### src/rtl/pipelined_adder_pkg.sv
// Shared definitions for the pipelined adder: default widths and the
// single-bit full-adder cell the segment adders are built from.
// Contents: DEF_DATA_WID, DEF_SEG_WID, fa().
package pipelined_adder_pkg;

  localparam int DEF_DATA_WID = 64;
  localparam int DEF_SEG_WID  = 16;

  // Full-adder cell: returns {carry_out, sum}.
  function automatic logic [1:0] fa(input logic a, input logic b, input logic ci);
    return {(a & b) | (ci & (a ^ b)), a ^ b ^ ci};
  endfunction

endpackage

### src/rtl/pipelined_adder_seg_adder.sv
// seg_adder: purely combinational SEG_WID-bit ripple-carry adder built
// from the full-adder cell in the package.
// Ports: InputA/InputB operands, CarryInput, Sum, CarryOutput.
module seg_adder
  import pipelined_adder_pkg::*;
#(
  parameter int SEG_WID = DEF_SEG_WID
) (
  input  logic [SEG_WID-1:0] InputA,
  input  logic [SEG_WID-1:0] InputB,
  input  logic               CarryInput,
  output logic [SEG_WID-1:0] Sum,
  output logic               CarryOutput
);

  logic [SEG_WID:0] carry;

  always_comb begin
    carry    = '0;
    Sum      = '0;
    carry[0] = CarryInput;
    for (int i = 0; i < SEG_WID; i++) begin
      {carry[i+1], Sum[i]} = fa(InputA[i], InputB[i], carry[i]);
    end
  end

  assign CarryOutput = carry[SEG_WID];

endmodule

### src/rtl/pipelined_adder.sv
// pipelined_adder: DATA_WID-bit add/subtract split into NUM_STG ripple
// segments with one register stage per segment, valid/ready on both sides.
// Ports: Clock, Reset, InValid/InReady/InputA/InputB/CarryInput/Subtract in,
// OutValid/OutReady/Sum/CarryOutput/Overflow/Zero out. Latency NUM_STG.
module pipelined_adder
  import pipelined_adder_pkg::*;
#(
  parameter int DATA_WID = DEF_DATA_WID,
  parameter int SEG_WID  = DEF_SEG_WID
) (
  input  logic                Clock,
  input  logic                Reset,
  input  logic                InValid,
  output logic                InReady,
  input  logic [DATA_WID-1:0] InputA,
  input  logic [DATA_WID-1:0] InputB,
  input  logic                CarryInput,
  input  logic                Subtract,
  output logic                OutValid,
  input  logic                OutReady,
  output logic [DATA_WID-1:0] Sum,
  output logic                CarryOutput,
  output logic                Overflow,
  output logic                Zero
);

  localparam int NUM_STG = DATA_WID / SEG_WID;
  localparam int LST     = NUM_STG - 1;

  if (SEG_WID < 1 || SEG_WID > DATA_WID || (DATA_WID % SEG_WID) != 0) begin : g_bad_cfg
    $error("pipelined_adder: DATA_WID must be a positive multiple of SEG_WID");
  end

  typedef logic [DATA_WID-1:0] word_t;

  // Per-stage state. a/b carry the full operands forward so each later
  // stage can pick its own slice (input skew); res accumulates finished
  // slices (output deskew). The last stage's a/b MSBs feed Overflow.
  logic [NUM_STG-1:0] vld_q, vld_d;
  logic [NUM_STG-1:0] cry_q, cry_d;
  word_t              a_q   [NUM_STG];
  word_t              a_d   [NUM_STG];
  word_t              b_q   [NUM_STG];
  word_t              b_d   [NUM_STG];
  word_t              res_q [NUM_STG];
  word_t              res_d [NUM_STG];

  // Inputs seen by each stage: stage 0 from the ports, stage k from k-1.
  logic [NUM_STG-1:0]              v_in;
  logic [NUM_STG-1:0]              c_in;
  word_t                           a_in [NUM_STG];
  word_t                           b_in [NUM_STG];
  word_t                           r_in [NUM_STG];
  logic [NUM_STG-1:0][SEG_WID-1:0] seg_s;
  logic [NUM_STG-1:0]              seg_co;

  logic  adv;
  word_t b_cond;
  logic  c0;

  // Subtract is A + ~B + ~borrow, so the carry-out reads as "no borrow".
  assign b_cond  = Subtract ? ~InputB : InputB;
  assign c0      = Subtract ^ CarryInput;
  assign adv     = ~vld_q[LST] | OutReady;
  assign InReady = adv & ~Reset;

  for (genvar k = 0; k < NUM_STG; k++) begin : g_stg
    if (k == 0) begin : g_first
      assign v_in[k] = InValid & InReady;
      assign c_in[k] = c0;
      assign a_in[k] = InputA;
      assign b_in[k] = b_cond;
      assign r_in[k] = '0;
    end else begin : g_next
      assign v_in[k] = vld_q[k-1];
      assign c_in[k] = cry_q[k-1];
      assign a_in[k] = a_q[k-1];
      assign b_in[k] = b_q[k-1];
      assign r_in[k] = res_q[k-1];
    end

    seg_adder #(.SEG_WID(SEG_WID)) u_seg (
      .InputA      (a_in[k][k*SEG_WID +: SEG_WID]),
      .InputB      (b_in[k][k*SEG_WID +: SEG_WID]),
      .CarryInput  (c_in[k]),
      .Sum         (seg_s[k]),
      .CarryOutput (seg_co[k])
    );
  end

  // The whole pipe shifts together or holds together; bubbles are not
  // squeezed out, which keeps the stall logic to a single enable.
  always_comb begin
    vld_d = vld_q;
    cry_d = cry_q;
    a_d   = a_q;
    b_d   = b_q;
    res_d = res_q;
    if (adv) begin
      vld_d = v_in;
      cry_d = seg_co;
      for (int k = 0; k < NUM_STG; k++) begin
        a_d[k]                         = a_in[k];
        b_d[k]                         = b_in[k];
        res_d[k]                       = r_in[k];
        res_d[k][k*SEG_WID +: SEG_WID] = seg_s[k];
      end
    end
  end

  always_ff @(posedge Clock or posedge Reset) begin
    if (Reset) begin
      vld_q <= '0;
      cry_q <= '0;
      for (int k = 0; k < NUM_STG; k++) begin
        a_q[k]   <= '0;
        b_q[k]   <= '0;
        res_q[k] <= '0;
      end
    end else begin
      vld_q <= vld_d;
      cry_q <= cry_d;
      for (int k = 0; k < NUM_STG; k++) begin
        a_q[k]   <= a_d[k];
        b_q[k]   <= b_d[k];
        res_q[k] <= res_d[k];
      end
    end
  end

  assign OutValid    = vld_q[LST];
  assign Sum         = res_q[LST];
  assign CarryOutput = cry_q[LST];
  assign Overflow    = (a_q[LST][DATA_WID-1] == b_q[LST][DATA_WID-1]) &
                       (res_q[LST][DATA_WID-1] != a_q[LST][DATA_WID-1]);
  // Qualified by valid so a cleared (all-zero) pipe does not report Zero.
  assign Zero        = vld_q[LST] & ~|res_q[LST];

endmodule
### config.mk
export PLATFORM = sky130hd
export DESIGN_NAME = pipelined_adder
export DESIGN_NICKNAME = d
export VERILOG_FILES = /design/src/rtl/pipelined_adder_pkg.sv /design/src/rtl/pipelined_adder_seg_adder.sv /design/src/rtl/pipelined_adder.sv
export SDC_FILE = /design/constraint.sdc
export NUM_CORES = 1
export LEC_CHECK = 0
export BUFFER_PORTS_ARGS = -buffer_cell sky130_fd_sc_hd__buf_2
export CAP_MARGIN = 30
export CORE_MARGIN = 1
export CORE_UTILIZATION = 58
export DETAILED_ROUTE_END_ITERATION = 10
export PLACE_DENSITY = 0.91
export SKIP_LAST_GASP = 1
export SYNTH_ARGS = -nofsm -noshare
export SYNTH_HDL_FRONTEND = slang
export SYNTH_SLANG_ARGS = --single-unit
### constraint.sdc
create_clock -name Clock -period 24.9 [get_ports Clock]
set_clock_uncertainty 0.1 [all_clocks]
set_input_delay 0 -clock Clock [delete_from_list [all_inputs] [get_ports Clock]]
set_output_delay 0 -clock Clock [all_outputs]
set_load 0.02 [all_outputs]
==> results.md <==
- Crit path required time: 25190 ps
- LEAKAGE: 9.83 nW
- Post-synth top area share: 57.6%
- Dpl ws: 16950 ps
- Synth warn: 0
- Peak VDD IR: 0.0000671 V
- Register area share after synthesis: 57.6%
- Most frequent cell on the critical path: fa_1
- Vias per cell: 5.34
- Hold Slack: -0.219 ps
- Dominant cells by area after synthesis: dfrtp_1, nand2_1, fa_1
- Die W: 167 um
- Rows: 59
- Pwr per Cell Area: 125 mW/mm^2
- Failing checks: hold timing
- Placed wire-length estimate: 23.2 mm
- Setup_tns: 0 ps
- Ys async rst share: 100%
- HP Start: Subtract
- Fin util: 72.7%
- CTS resizes: 0
- Die ar.: 0.0278 mm^2
- Register area: 0.00906 mm^2
- Setup crit end kind: flop
- PnR worst setup slack: 17140 ps
- Worst-path clk slew: 60 ps
- Mapped cell area: 0.0157 mm^2
- Max_slew headroom: 25.9%
- First-pass GRT wire length: 65.6 mm
- CTS max path bufs: 3
- CP max FO: 33
- Crit Path Class: in -> reg
- Final Hold Fails: 1
- Synthesis-to-finish area growth: 21.9%
- # nets final: 2140
- Dominant cell type by area after synthesis: dfrtp_1
- Final setup vio count: 0
- Routability cong.: 0.840
- Vias in the first global route: 12700
- IO buf count: 202
- Root buf cell: clkbuf_16
- Synthesized area per cell: 9.56 um^2
- Pin count of the biggest net entering global routing: 278
- Ys flop type: dfrtp_1
- Reg2reg start: a_in[48]
- Most instantiated cells after synthesis: nand2_1, dfrtp_1, fa_1
- Status: complete, but fails checks
- Period Utilization, post-route: 31.2%
- Pre-antenna DRT Iters: 6
- Post-DR wirelength/cell: 17.6 um
- Min cycle time layout: 7760 ps
- Synth cell types: 24
- PnR Total Power: 2.39 mW
- DR iter-0 viols: 1271
- Initial Util: 59.7%
- Vias: 12300
- Max-slew violation count: 0
- Layout cells sized above 1: 13.8%
- GR Overflow Total: 0
- RSZ-0062 raised after global routing: no
- Hold_buf cts: 131
- Setup bufs post-CTS: 0
- Area of the multi-input gates: 0.00591 mm^2
- Placed inst area: 0.0166 mm^2
- Mapped Cells: 1646
- Setup crit start: Subtract
- Io pins: 203
- Cell area after layout: 0.0192 mm^2
- Hold Path Class: in -> reg
- CP arrival: 8050 ps
- Cells along the critical path: buf_4, xor2_1, fa_1, inv_1, fa_1, fa_1, fa_1, fa_1, fa_1, fa_1, fa_1, fa_1, fa_1, fa_1, fa_1, fa_1, fa_1, fa_1, dlygate4sd3_1, a21oi_1
- CP top delay family: adder cells
- Max H-tree Level: 2
- Core footprint: 0.0264 mm^2
- TritonCTS Buffers: 36
- Post-Syn Nets: 1844
- EDFF count, synth: 0
- Fillers: 1618
- Buf+Inv Stages, Crit Path: 3
- Die height: 167 um
- Most common cell in the netlist: nand2_1
- ANT nets after route: 0
- Actual slew at the worst max-slew pin: 1110 ps
- DRC violations left: 0
- CTS Sinks: 362
- Initial antenna violation count: 3
- Routed WL: 40.5 mm
- Max Cap Violations: 0
- Slowest CP cell: dlygate4sd3_1
- Synth Register Bits: 362
- CP startpoint kind: input pin
- Max stage delay on crit path: 560 ps
- Max Fclk: 129 MHz
- Total global-route track usage: 30.4%
- Clk Latency, worst-skew pair: 520 ps
- CTS tree: built
worst min-delay path: stages:
cell	delay (ps)
buf_4	270
xnor2_1	220
o21ai_0	70
cell families (layout without fill, tap and decap cells):
kind of cell	Yosys count	in the layout	share of synthesized area, %
AND/OR/NAND/NOR	945	945	23.0
flip-flops	362	362	57.6
AO/OA/AOI/OAI	85	85	2.70
adder cells (fa/ha/maj)	64	64	8.15
XOR/XNOR	65	65	3.62
buffers and inverters	125	446	4.92
other	0	3	0
placed cells by master (no fill, tap or decap), types with 2 or more instances in the layout:
cell,n
a21oi_1,23
inv_1,37
clkbuf_8,7
nand3_1,3
clkbuf_16,37
xnor2_1,60
nand2_1,893
buf_2,201
nor2_1,26
xor2_1,5
fa_1,64
dlygate4sd3_1,131
o21ai_0,61
buf_12,3
buf_4,8
nor4_1,14
clkbuf_1,9
nand4_1,2
diode_2,3
buf_16,2
clkinv_2,7
inv_6,2
dfrtp_1,362
where the power goes:
group | switching (mW) | total, mW | internal, mW
combinational | 0.518 | 0.821 | 0.304
clock | 0.226 | 0.531 | 0.305
sequential | 0.191 | 1.04 | 0.849
path summary, 6_finish.rpt:
check | endpoint | slack (ps) | cells after the start
worst max-delay path | r_in[142] | 17140 | 20
worst min-delay path | b_in[158] | -0.2 | 3
worst max register to register | Sum[63] | 17690 | 20
worst min register to register | r_in[77] | 370 | 2
max in group asynchronous | b_in[98] | 23080 | 4
min in group asynchronous | b_in[173] | 130 | 3
metal layers:
metal  vias to the layer above  track usage (%)  share of wire, %
met3                       150             4.47               5.3
met4                         0             16.3               5.4
li1                       5615                -                 -
met2                       528             50.0                49
met1                      6017             39.3                40
met5                         -                0                 0
sequential cells by signal, indices dropped and copies added, names as in the netlist:
| name | cells |
|---|---|
| b_in | 96 |
| Sum | 64 |
| r_in | 96 |
| a_in | 96 |
| cry_q | 4 |
| vld_q | 4 |
| a_q | 1 |
| b_q | 1 |
stage by stage:
| step | hold slack [ps] | instances |
|---|---|---|
| finish | -0.219 | 2305 |
| global route | 27.8 | 2304 |
| CTS | 1.00 | 2299 |
| detailed placement | 100 | 2105 |
| global placement | 96.7 | 2104 |
| floorplan | -20.2 | 1646 |
area by class of cell:
cell class | count | share of cell area, %
sequential | 362 | 47.2
clock inverter | 10 | 0.431
inverter | 38 | 0.783
multi-input combinational | 1159 | 30.8
timing repair buffer | 345 | 13.0
clock buffer | 53 | 5.51
antenna | 3 | 0.0392
tap | 335 | 2.19
No activity file was read; power rests on OpenSTA's default activity.
